--- src/rtl/inv_round_key_mix_stage_if.sv ---
`default_nettype none
// ============================================================================
//  Module      : inv_round_key_mix_stage_if
//  Description : Handshake and data bundle for the AES-128 inverse round-tail
//                stage. Carries the input beat from inverse SubBytes, the
//                round-key request and response, and the registered result.
//  Ports       : in_valid/in_ready/state_in  - input beat handshake
//                rk_index/rk_in              - round-key request / key
//                out_valid/out_ready         - output handshake
//                state_out/round_out/last    - held result and its tags
//  Revision    : 1.0 - initial release
// ============================================================================
interface inv_round_key_mix_stage_if;
    logic         in_valid;
    logic         in_ready;
    logic [127:0] state_in;
    logic [3:0]   rk_index;
    logic [127:0] rk_in;
    logic         out_valid;
    logic         out_ready;
    logic [127:0] state_out;
    logic [3:0]   round_out;
    logic         last;

    // Stage side: consumes beats and keys, produces results.
    modport slave (
        input  in_valid, state_in, rk_in, out_ready,
        output in_ready, rk_index, out_valid, state_out, round_out, last
    );

    // Environment side: supplies beats and keys, consumes results.
    modport master (
        output in_valid, state_in, rk_in, out_ready,
        input  in_ready, rk_index, out_valid, state_out, round_out, last
    );
endinterface
`default_nettype wire

--- src/rtl/inv_round_key_mix_stage.sv ---
`default_nettype none
// ============================================================================
//  Module      : inv_round_key_mix_stage
//  Description : Registered round tail of the iterative AES-128 inverse
//                cipher. Each accepted beat is XORed with round key K[rc]
//                and passed through InvMixColumns (skipped in the final
//                round), then held in an output register behind a
//                valid/ready handshake. A down-counting round counter
//                selects the key and tags the final round of each block.
//  Ports       : clk   - rising-edge clock
//                reset - synchronous active-high reset
//                bus   - slave view of inv_round_key_mix_stage_if
//  Revision    : 1.0 - initial release
// ============================================================================
module inv_round_key_mix_stage (
    input wire clk,
    input wire reset,
    inv_round_key_mix_stage_if.slave bus
);

    localparam logic [3:0] c_FIRST_ROUND = 4'd9;

    // ------------------------------------------------------------------------
    // GF(2^8) helpers, reduction polynomial 0x11B
    // ------------------------------------------------------------------------
    function automatic logic [7:0] xtime(input logic [7:0] a);
        return {a[6:0], 1'b0} ^ (a[7] ? 8'h1b : 8'h00);
    endfunction

    // One column: coefficients 0e/0b/0d/09 all built from a, 2a, 4a, 8a.
    function automatic logic [31:0] inv_mix_column(input logic [31:0] col);
        logic [7:0] a  [4];
        logic [7:0] m9 [4];
        logic [7:0] mb [4];
        logic [7:0] md [4];
        logic [7:0] me [4];
        logic [7:0] x2;
        logic [7:0] x4;
        logic [7:0] x8;
        for (int i = 0; i < 4; i++) begin
            a[i]  = col[31-8*i -: 8];
            x2    = xtime(a[i]);
            x4    = xtime(x2);
            x8    = xtime(x4);
            m9[i] = x8 ^ a[i];
            mb[i] = x8 ^ x2 ^ a[i];
            md[i] = x8 ^ x4 ^ a[i];
            me[i] = x8 ^ x4 ^ x2;
        end
        return {me[0] ^ mb[1] ^ md[2] ^ m9[3],
                m9[0] ^ me[1] ^ mb[2] ^ md[3],
                md[0] ^ m9[1] ^ me[2] ^ mb[3],
                mb[0] ^ md[1] ^ m9[2] ^ me[3]};
    endfunction

    // ------------------------------------------------------------------------
    // Datapath
    // ------------------------------------------------------------------------
    logic [3:0]   r_rc;
    logic         r_out_valid;
    logic [127:0] r_state_out;
    logic [3:0]   r_round_out;
    logic         r_last;

    logic         w_in_ready;
    logic         w_accept;
    logic [3:0]   w_rc_eff;
    logic         w_final;
    logic [127:0] w_keyed;
    logic [127:0] w_mixed;

    // No skid buffer: readiness is passed straight back from downstream.
    assign w_in_ready = !r_out_valid || bus.out_ready;
    assign w_accept   = bus.in_valid && w_in_ready;

    // Out-of-range counter values fold back to the first round.
    assign w_rc_eff = (r_rc > c_FIRST_ROUND) ? c_FIRST_ROUND : r_rc;
    assign w_final  = (w_rc_eff == 4'd0);

    assign w_keyed = bus.state_in ^ bus.rk_in;

    for (genvar c = 0; c < 4; c++) begin : g_col
        assign w_mixed[127-32*c -: 32] = inv_mix_column(w_keyed[127-32*c -: 32]);
    end

    always_ff @(posedge clk) begin
        if (reset) begin
            r_rc        <= c_FIRST_ROUND;
            r_out_valid <= 1'b0;
            r_state_out <= '0;
            r_round_out <= 4'd0;
            r_last      <= 1'b0;
        end else if (w_accept) begin
            r_out_valid <= 1'b1;
            r_round_out <= w_rc_eff;
            r_last      <= w_final;
            if (w_final) begin
                r_state_out <= w_keyed;
                r_rc        <= c_FIRST_ROUND;
            end else begin
                r_state_out <= w_mixed;
                r_rc        <= w_rc_eff - 4'd1;
            end
        end else if (r_out_valid && bus.out_ready) begin
            r_out_valid <= 1'b0;
        end
    end

    assign bus.in_ready  = w_in_ready;
    assign bus.rk_index  = r_rc;
    assign bus.out_valid = r_out_valid;
    assign bus.state_out = r_state_out;
    assign bus.round_out = r_round_out;
    assign bus.last      = r_last;

endmodule
`default_nettype wire
--- src/flat_wrapper.sv ---
// flat-port wrapper written by rule: the top's interface ports become plain ports
module inv_round_key_mix_stage_flat 
  (clk, reset, bus_in_valid, bus_state_in, bus_rk_in, bus_out_ready, bus_in_ready, bus_rk_index, bus_out_valid, bus_state_out, bus_round_out, bus_last);
  inv_round_key_mix_stage_if bus_i ();
  input wire clk;
  input wire reset;
  input wire logic [$bits(bus_i.in_valid)-1:0] bus_in_valid;
  input wire logic [$bits(bus_i.state_in)-1:0] bus_state_in;
  input wire logic [$bits(bus_i.rk_in)-1:0] bus_rk_in;
  input wire logic [$bits(bus_i.out_ready)-1:0] bus_out_ready;
  output wire logic [$bits(bus_i.in_ready)-1:0] bus_in_ready;
  output wire logic [$bits(bus_i.rk_index)-1:0] bus_rk_index;
  output wire logic [$bits(bus_i.out_valid)-1:0] bus_out_valid;
  output wire logic [$bits(bus_i.state_out)-1:0] bus_state_out;
  output wire logic [$bits(bus_i.round_out)-1:0] bus_round_out;
  output wire logic [$bits(bus_i.last)-1:0] bus_last;
  assign bus_i.in_valid = bus_in_valid;
  assign bus_i.state_in = bus_state_in;
  assign bus_i.rk_in = bus_rk_in;
  assign bus_i.out_ready = bus_out_ready;
  assign bus_in_ready = bus_i.in_ready;
  assign bus_rk_index = bus_i.rk_index;
  assign bus_out_valid = bus_i.out_valid;
  assign bus_state_out = bus_i.state_out;
  assign bus_round_out = bus_i.round_out;
  assign bus_last = bus_i.last;
  inv_round_key_mix_stage u_core (.clk(clk), .reset(reset), .bus(bus_i));
endmodule
--- config.mk ---
export PLATFORM = sky130hd
export DESIGN_NAME = inv_round_key_mix_stage_flat
export DESIGN_NICKNAME = d
export VERILOG_FILES = /design/src/rtl/inv_round_key_mix_stage_if.sv /design/src/rtl/inv_round_key_mix_stage.sv /design/src/flat_wrapper.sv
export SDC_FILE = /design/constraint.sdc
export NUM_CORES = 1
export LEC_CHECK = 0
export BUFFER_PORTS_ARGS = -buffer_cell sky130_fd_sc_hd__buf_2
export CAP_MARGIN = 20
export CORE_MARGIN = 2
export CORE_UTILIZATION = 35
export CTS_CLUSTER_SIZE = 24
export DETAILED_ROUTE_END_ITERATION = 10
export SETUP_SLACK_MARGIN = 0.1
export SKIP_CTS_REPAIR_TIMING = 1
export SLEW_MARGIN = 5
export SYNTH_ARGS = -nofsm -noshare
export SYNTH_HDL_FRONTEND = slang
export SYNTH_SLANG_ARGS = --single-unit
--- constraint.sdc ---
create_clock -name clk -period 2.4 [get_ports clk]
set_clock_uncertainty 0.15 [all_clocks]
set_input_delay 0.24 -clock clk [delete_from_list [all_inputs] [get_ports clk]]
set_output_delay 0.24 -clock clk [all_outputs]
set_load 0.005 [all_outputs]
==> results.json, run 1 <==
{
  "status": "finished clean",
  "design.final.nets": 2597,
  "fp-row-count": 75,
  "relSlewSlack_pct": 53.89,
  "place.gp.congestion": 0.9251,
  "tritoncts": "built",
  "preCtsSetupSlack_ps": -123.8,
  "ctsLongestPathBuffers": 2,
  "timing.hold.worst.start": "bus_state_in[68]",
  "holdPathStages": 3,
  "grt_pass1_vias": 13840,
  "cp.buffers_inverters": 1,
  "crit_top_cell": "xnor2_1",
  "design.die.area_um2": 44270,
  "finalWirelength_um": 51140,
  "start_kind": "primary input",
  "start_util_pct": 35.47,
  "detailedPlacementHpwl_um": 41630,
  "tns_ps": 0,
  "async_set_or_reset_flop_fraction_in_the_synthesized_netlist_pct": 0,
  "arrival_ps": 2260,
  "gr_ovfl_total": 0,
  "final.fill_count": 4014,
  "worst-slew-pin-transition_ps": 686.7,
  "final_critical_path_setup_slack_ps": 325.5,
  "number_of_buffers_added_on_ports": 398,
  "via_count": 13480,
  "synth.ff_latch_count": 138,
  "avgRoutedWirePerCell_um": 17.71,
  "syn_area_um2": 14910,
  "areaGrowthSynthToFinish_pct": 40.16,
  "max_clock_freq_mhz": 482.1,
  "critPathMaxStageDelay_ps": 430,
  "critical_path.top_delay_family": "XOR/XNOR gates",
  "ctsHtreeMaxLevel": 4,
  "timing.rr.end": "u_core.bus.state_out[76]",
  "cts.reportedPaths.clkPinSlew_ps": 60,
  "finalSetupViolations": 0,
  "die_width_um": 210.4,
  "initial_antenna_violation_count": 0,
  "fraction_of_layout_instances_using_a_drive_strength_above_1_pct": 38.19,
  "hold_path_end": "u_core.bus.state_out[68]",
  "grt_first_pass_wirelength_um": 79160,
  "criticalPathCategory": "in2reg",
  "drcViolationCount": 0,
  "cts_sinks": 138,
  "final_period_utilization_pct": 86.44,
  "crit_path_top_delay_cell": "xnor2_1",
  "dominantRegCellSynth": "dfxtp_1",
  "routed_via_density": 4.666,
  "track_usage_pct": 23.24,
  "timing.hold.ws_ps": 104.6,
  "post_synth_edffs": 0,
  "clk-insertion-delay-late_ps": 460,
  "worst_r2r_startpoint": "u_core.bus.rk_index[1]",
  "worst_ir_drop_vdd_mv": 0.5193,
  "timing.critical_path.to_type": "register",
  "drt-pass1-iter-count": 5,
  "drt_first_iter_violations": 630,
  "worst_ep_required_time_ps": 2590,
  "yosys_warnings": 0,
  "root_buffer_cell": "clkbuf_16",
  "io_pins": 399,
  "r2r_slack_ps": 340,
  "number_of_nets_with_antenna_violations_after_detailed_routing": 0,
  "power_per_cell_area_nw_per_um2": 1151,
  "syn_nets": 1896,
  "synthesis.area_per_instance_um2": 9.114,
  "core_um2": 42040,
  "drv.max_cap_violation_count": 0,
  "design_power_total_mw": 24.04,
  "final_period_minus_worst_setup_slack_ps": 2074,
  "die_y_um": 210.4,
  "timing.critical_path.cells": "buf_2 > xnor2_1 > xnor2_1 > xnor2_1 > xnor2_1 > xnor2_1 > xnor3_1 > o21ai_1 > a21oi_1",
  "r2r_worst_path_depth": 8,
  "numCtsBuffers": 17,
  "post_synth_num_cell_types": 37,
  "power_leakage_nw": 8.545,
  "grt_setup_unrepaired": "no",
  "seq_area_frac_synth_pct": 18.53,
  "hold_path.class": "in2reg",
  "synth_cells": 1636,
  "timing.final.hold_violations": 0,
  "critPathMaxFanout": 3,
  "antenna_cells": 0,
  "maxSlewViolCount": 0,
  "grt_start_max_net_pins": 61,
  "postLayoutCoreUtil_pct": 49.71
}
flip-flops by register name, summed over array words and instances (netlist names):
| name | cells |
|---|---|
| u_core.bus.last | 1 |
| u_core.bus.state_out | 128 |
| u_core.bus.out_valid | 1 |
| u_core.bus.round_out | 4 |
| u_core.bus.rk_index | 4 |
cells by family after synthesis:
logic type | count (synthesis) | share of synthesized area, %
and+or+nand+nor | 247 | 6.528
buffers and inverters | 69 | 1.779
DFF | 138 | 18.53
xor gates and xnor gates | 924 | 62.67
AOI/OAI and AO/OA | 258 | 10.50
report_power, final:
group / switching, mW / total, mW / leakage (nW) / internal [mW]
Clock: 1.17 / 2.95 / 0.298 / 1.79
Combinational: 8.22 / 17.5 / 7.11 / 9.29
Sequential: 0.464 / 3.58 / 1.14 / 3.12
Total: 9.85 / 24.0 / 8.54 / 14.2
cell usage after synthesis, drive strengths merged (3+ instances only):
cell type / instances / area share (%)
o221ai: 10 / 0.59
xnor2: 759 / 51
nand3: 7 / 0.23
nor3: 10 / 0.34
nor2: 30 / 0.76
o21ai: 26 / 0.87
dfxtp: 138 / 19
nand2: 191 / 4.8
xnor3: 14 / 2.2
xor3: 3 / 0.48
clkbuf: 60 / 1.5
a31oi: 7 / 0.29
xor2: 148 / 9.2
a21oi: 118 / 4.0
o211ai: 72 / 3.6
buf: 6 / 0.19
o22ai: 17 / 0.71
metrics by stage:
stage / instances / instance area [um^2]
finish: 2888 / 20900
global route: 2888 / 20900
CTS: 2885 / 20870
detailed placement: 2854 / 20240
global placement: 2854 / 20240
floorplan: 1636 / 15070
cell usage in the layout, fill, tap and decap left out, types with 11 or more instances in the layout:
cell / instances
clkbuf_16: 17
o22ai_1: 17
dfxtp_1: 138
xnor2_2: 67
o21ai_0: 20
buf_12: 11
xor2_1: 132
xnor2_1: 664
o211ai_1: 72
buf_2: 397
xor2_2: 15
a21oi_1: 118
nand2_1: 190
nor2_1: 29
xnor2_4: 28
buf_4: 337
worst max path at each step:
stage | start | slack [ps] | to | cells after the start
after global placement | bus_rk_in[83] | -180 | u_core.bus.state_out[85] | 9
after global routing | u_core.bus.rk_index[1] | 160 | u_core.bus.state_out[76] | 8
after detailed placement | bus_rk_in[83] | -120 | u_core.bus.state_out[85] | 9
after floorplan | bus_state_in[30] | 100 | u_core.bus.state_out[20] | 8
after CTS | u_core.bus.rk_index[1] | 270 | u_core.bus.state_out[76] | 8
final | bus_rk_in[83] | 330 | u_core.bus.state_out[85] | 9
cell type report:
type	count	area, um^2	share of cell area, %
flip-flops and latches	138	2763	13.22
repair buffers	748	4767	22.81
clock inverters	11	170.2	0.8142
clock buffers	20	456.7	2.185
inverters	3	11.26	0.05388
multi-input cells	1429	12060	57.69
well taps	539	674.4	3.227
tightest hold or removal path, stage by stage:
cell,delay (ps)
buf_2,80
xnor2_1,140
o221ai_1,210
layer usage:
metal	wire, um	GRT usage [%]
met3	2266	3.769
met2	24580	39.34
met5	0	0
met1	23280	30.53
met4	1007	6.557
(Power assumes the default switching activity.)
==> inputs of run 2 (changes only) <==
- CTS_BUF_LIST: unset -> sky130_fd_sc_hd__clkbuf_8
- MAX_ROUTING_LAYER: unset -> met4
- RECOVER_POWER: unset -> 50
==> run 2 against run 1 <==
Against the previous run: cell count increased by 0.62%; worst setup slack got worse by 95 ps; count of clock-buffer cells in the layout decreased by 2; register-to-register slack got worse by 110 ps; power decreased by 3.4%; combinational power about the same; sequential power about the same; critical path type is now reg2reg; die area unchanged; maximum frequency decreased by 4.4%; design area decreased by 0.79%.
==> results.json, run 2 (same netlist as run 1, synthesis figures left out) <==
{
  "fraction_of_layout_instances_using_a_drive_strength_above_1_pct": 34.39,
  "start_kind": "register",
  "timing.critical_path.to_type": "register",
  "final.fill_count": 4133,
  "holdPathStages": 3,
  "drt_first_iter_violations": 605,
  "detailedPlacementHpwl_um": 42210,
  "worst_ir_drop_vdd_mv": 0.4217,
  "power_leakage_nw": 8.159,
  "grt_first_pass_wirelength_um": 79500,
  "design.die.area_um2": 44270,
  "design.final.nets": 2614,
  "root_buffer_cell": "clkbuf_8",
  "die_y_um": 210.4,
  "largest_register_ff_count": 128,
  "status": "finished clean",
  "finalWirelength_um": 52560,
  "worst_ep_required_time_ps": 2680,
  "numCtsBuffers": 17,
  "final_period_utilization_pct": 90.39,
  "start_util_pct": 35.47,
  "clk-insertion-delay-late_ps": 530,
  "io_pins": 399,
  "ctsLongestPathBuffers": 2,
  "grt_pass1_vias": 13860,
  "worst_r2r_startpoint": "u_core.bus.rk_index[1]",
  "grt_setup_unrepaired": "no",
  "timing.rr.end": "u_core.bus.state_out[115]",
  "max_clock_freq_mhz": 461.0,
  "die_width_um": 210.4,
  "core_um2": 42040,
  "drv.max_cap_violation_count": 0,
  "finalSetupViolations": 0,
  "r2r_slack_ps": 230,
  "initial_antenna_violation_count": 0,
  "gr_ovfl_total": 0,
  "fp-row-count": 75,
  "ctsHtreeMaxLevel": 4,
  "critical_path.top_delay_family": "simple AND/OR/NAND/NOR gates",
  "number_of_nets_with_antenna_violations_after_detailed_routing": 0,
  "criticalPathCategory": "reg2reg",
  "place.gp.congestion": 0.9252,
  "drcViolationCount": 0,
  "tns_ps": 0,
  "cts.reportedPaths.clkPinSlew_ps": 100,
  "final_critical_path_setup_slack_ps": 230.7,
  "numPlacedInstances": 2869,
  "antenna_cells": 0,
  "arrival_ps": 2450,
  "avgRoutedWirePerCell_um": 18.09,
  "final_period_minus_worst_setup_slack_ps": 2169,
  "critPathMaxStageDelay_ps": 420,
  "drt-pass1-iter-count": 5,
  "timing.critical_path.cells": "nor4_4 > bufbuf_16 > nand2_1 > buf_4 > nor2_1 > a21oi_1 > o22ai_1",
  "preCtsSetupSlack_ps": -190.0,
  "layoutNonFillerInstCount": 2906,
  "hold_path_end": "u_core.bus.state_out[68]",
  "critPathMaxFanout": 42,
  "r2r_worst_path_depth": 7,
  "timing.hold.worst.start": "bus_state_in[68]",
  "power_per_cell_area_nw_per_um2": 1121,
  "cp.buffers_inverters": 2,
  "maxSlewViolCount": 0,
  "areaGrowthSynthToFinish_pct": 39.05,
  "hold_path.class": "in2reg",
  "relSlewSlack_pct": 17.75,
  "crit_path_top_delay_cell": "dfxtp_1",
  "most_used_cells_in_the_layout_excluding_fill_and_tap_cells": "xnor2_1 (664), buf_4 (349), buf_2 (295)",
  "track_usage_pct": 24.21,
  "cts_sinks": 138,
  "timing.final.hold_violations": 0,
  "worst-slew-pin-transition_ps": 1234,
  "routed_via_density": 4.647,
  "grt_start_max_net_pins": 85,
  "number_of_buffers_added_on_ports": 398,
  "via_count": 13500,
  "tritoncts": "built",
  "layout_commonest_cell": "xnor2_1"
}
## run 2: worst max-delay path by stage
| stage | start | end | slack, ps | cells after the start |
|---|---|---|---|---|
| 2_1_floorplan | bus_state_in[30] | u_core.bus.state_out[20] | 100 | 8 |
| 3_3_place_gp | bus_rk_in[87] | u_core.bus.state_out[91] | -240 | 11 |
| 3_5_place_dp | bus_rk_in[87] | u_core.bus.state_out[85] | -190 | 10 |
| 4_1_cts | u_core.bus.rk_index[1] | u_core.bus.state_out[115] | 190 | 7 |
| 5_1_grt | u_core.bus.rk_index[3] | u_core.bus.state_out[92] | 90 | 7 |
| 6_report | u_core.bus.rk_index[1] | u_core.bus.state_out[115] | 230 | 7 |
## run 2: where the power goes
group	leakage (nW)	internal, mW	total, mW	switching (mW)
Combinational	6.82	9.21	17.5	8.31
Clock	0.205	0.972	2.13	1.16
Sequential	1.14	3.11	3.59	0.474
## run 2: metrics by stage
step | util (%) | total power, mW | hold slack [ps] | area (um^2)
5_1_grt | 49.32 | 24.94 | 15.94 | 20730
6_report | 49.32 | 23.23 | 0.4153 | 20730
4_1_cts | 49.48 | 23.52 | -215.0 | 20800
3_5_place_dp | 48.51 | 21.24 | 283.1 | 20390
3_3_place_gp | 48.51 | 21.09 | 280.5 | 20390
2_1_floorplan | - | 15.29 | 219.5 | 15070
## run 2: routing by layer
layer  share of wire [%]  vias up  GRT usage (%)  wire [um]
li1                    -     6747              -          -
met1                  45     6340          30.11      23570
met2                  49      356          41.19      25720
met3                 4.3       60          3.382       2279
met4                 1.9        0          6.532        999
met5                   0        -              -          0
## run 2: final cells by class
class                           count  area, um^2  share of cell area [%]
Tap cell                          539       674.4                   3.253
Sequential cell                   138        2763                   13.32
Clock buffer                       18       247.7                   1.195
Clock inverter                     14       160.2                  0.7724
Inverter                            3       11.26                 0.05431
Timing Repair Buffer              765        4812                   23.21
Multi-Input combinational cell   1429       12070                   58.19
## run 2: worst register-to-register path: cells and delay by family, from the launching register on
| kind | cells | cell delay (ps) |
|---|---|---|
| buf+inv | 2 | 640 |
| simple gates | 3 | 670 |
| compound gates | 2 | 190 |
| flops | 1 | 420 |
==> inputs of run 3 (changes only) <==
- CTS_CLUSTER_SIZE: 24 -> unset
- GPL_TIMING_DRIVEN: unset -> 0
==> run 3 against run 2 <==
Against the previous run: cell count fell by 9.1%; maximum frequency fell by 3.6%; sequential share of layout area rose by 1.2 points; clock power barely moved; die area did not move; critical path type is now in2reg; critical endpoint is now u_core.bus.state_out[18]; highest routed layer unchanged.
==> results.json, run 3 (same netlist as run 1, synthesis figures left out) <==
{
  "start_util_pct": 35.47,
  "timing.critical_path.to_type": "register",
  "finalSetupViolations": 0,
  "grt_use_met2_pct": 43.34,
  "critPathMaxFanout": 3,
  "root_buffer_cell": "clkbuf_8",
  "cts.reportedPaths.clkPinSlew_ps": 100,
  "finalWirelength_um": 56470,
  "io_pins": 399,
  "routed_via_density": 4.923,
  "layoutNonFillerInstCount": 2643,
  "grt_setup_unrepaired": "yes",
  "die_y_um": 210.4,
  "worst_r2r_startpoint": "u_core.bus.rk_index[1]",
  "postLayoutCoreUtil_pct": 45.35,
  "global_route.usage.met1_pct": 31.78,
  "numPlacedInstances": 2572,
  "hold_path.class": "in2reg",
  "fraction_of_layout_instances_using_a_drive_strength_above_1_pct": 27.33,
  "power_per_cell_area_nw_per_um2": 1136,
  "design.die.area_um2": 44270,
  "timing.final.hold_violations": 0,
  "layout_commonest_cell": "xnor2_1",
  "final.fill_count": 4160,
  "timing.hold.worst.start": "bus_state_in[68]",
  "design.final.nets": 2351,
  "number_of_buffers_added_on_ports": 397,
  "holdPathStages": 3,
  "core_um2": 42040,
  "criticalPathCategory": "in2reg",
  "clk-insertion-delay-late_ps": 500,
  "gr_ovfl_total": 0,
  "grt_pass1_vias": 13020,
  "via_count": 13010,
  "timing.rr.end": "u_core.bus.state_out[94]",
  "preCtsSetupSlack_ps": -1116,
  "antenna_cells": 0,
  "timing.hold.ws_ps": 8.893,
  "hold_path_end": "u_core.bus.state_out[68]",
  "status": "finished clean",
  "number_of_nets_with_antenna_violations_after_detailed_routing": 0,
  "relSlewSlack_pct": 40.83,
  "ctsLongestPathBuffers": 2,
  "largest_register_ff_count": 128,
  "drt-pass1-iter-count": 5,
  "most_used_cells_in_the_layout_excluding_fill_and_tap_cells": "xnor2_1 (615), buf_2 (291), nand2_1 (190)",
  "cts_sinks": 138,
  "drcViolationCount": 0,
  "worst_setup_path_startpoint": "bus_rk_in[10]",
  "areaGrowthSynthToFinish_pct": 27.86,
  "design_power_total_mw": 21.66,
  "final_critical_path_setup_slack_ps": 149.9,
  "start_kind": "primary input",
  "max_clock_freq_mhz": 444.4,
  "grt_start_max_net_pins": 17,
  "power_leakage_nw": 7.020,
  "track_usage_pct": 25.71,
  "detailedPlacementHpwl_um": 45260,
  "place.gp.congestion": 0.9122,
  "arrival_ps": 2470,
  "drv.max_cap_violation_count": 0,
  "r2r_slack_ps": 200,
  "worst_ir_drop_vdd_mv": 0.4061,
  "ctsHtreeMaxLevel": 4,
  "grt_first_pass_wirelength_um": 81900,
  "r2r_worst_path_depth": 6,
  "numCtsBuffers": 17,
  "final_period_utilization_pct": 93.75,
  "worst-slew-pin-transition_ps": 887.5,
  "drt_first_iter_violations": 682,
  "final_period_minus_worst_setup_slack_ps": 2250,
  "worst_ep_required_time_ps": 2620,
  "tritoncts": "built",
  "maxSlewViolCount": 0,
  "grt_busiest_layer": "met2",
  "die_width_um": 210.4,
  "fp-row-count": 75,
  "initial_antenna_violation_count": 0,
  "groute.layer.met3.usage_pct": 4.514,
  "avgRoutedWirePerCell_um": 21.37
}
-- run 3: cell types whose count changed in the layout (fill, tap and decap cells not counted), sizes merged --
cell,previous run,this run
buf,658,330
bufbuf,1,0
clkbuf,122,190
clkinvlp,1,3
dlygate4sd3,2,1
inv,8,5
-- run 3: critical path, stage by stage --
cell	delay [ps]
buf_2	110
xnor2_2	290
xnor3_2	540
xnor3_2	430
xnor3_1	440
nand2_1	70
and3_1	190
a21oi_1	110
nor2_1	50
-- run 3: where the power goes --
| part | internal (mW) | leakage (nW) | switching, mW |
|---|---|---|---|
| clock | 0.984 | 0.200 | 1.12 |
| combinational | 7.70 | 5.68 | 8.27 |
| sequential | 3.11 | 1.14 | 0.486 |
-- run 3: routing by layer --
layer,vias up,part of all wire [%]
li1,6222,-
met1,6296,44
met2,430,48
met3,64,5.6
met4,0,2.3
met5,-,0
-- run 3: final cells by class --
class | count | area (um^2) | share of cell area, %
plain buffers | 66 | 310.3 | 1.628
clock buffers | 19 | 261.5 | 1.372
clock inverters | 13 | 143.9 | 0.7547
inverters | 3 | 11.26 | 0.05907
multi-input cells | 1429 | 12700 | 66.61
flip-flops and latches | 138 | 2763 | 14.49
well taps | 539 | 674.4 | 3.537
repair buffers | 436 | 2202 | 11.55
-- run 3: metrics by stage --
step                area, um^2  setup TNS [ps]
global route             19060               0
detailed placement       17730          -99870
floorplan                15070               0
global placement         17730          -93250
finish                   19060               0
CTS                      18130          -98890
-- run 3: worst max path at each step --
stage,end,slack [ps],cells after the start
2_1_floorplan,u_core.bus.state_out[20],100,8
3_3_place_gp,u_core.bus.state_out[94],-1090,6
3_5_place_dp,u_core.bus.state_out[94],-1120,6
4_1_cts,u_core.bus.state_out[94],-1150,6
5_1_grt,u_core.bus.state_out[118],60,9
6_report,u_core.bus.state_out[18],150,9
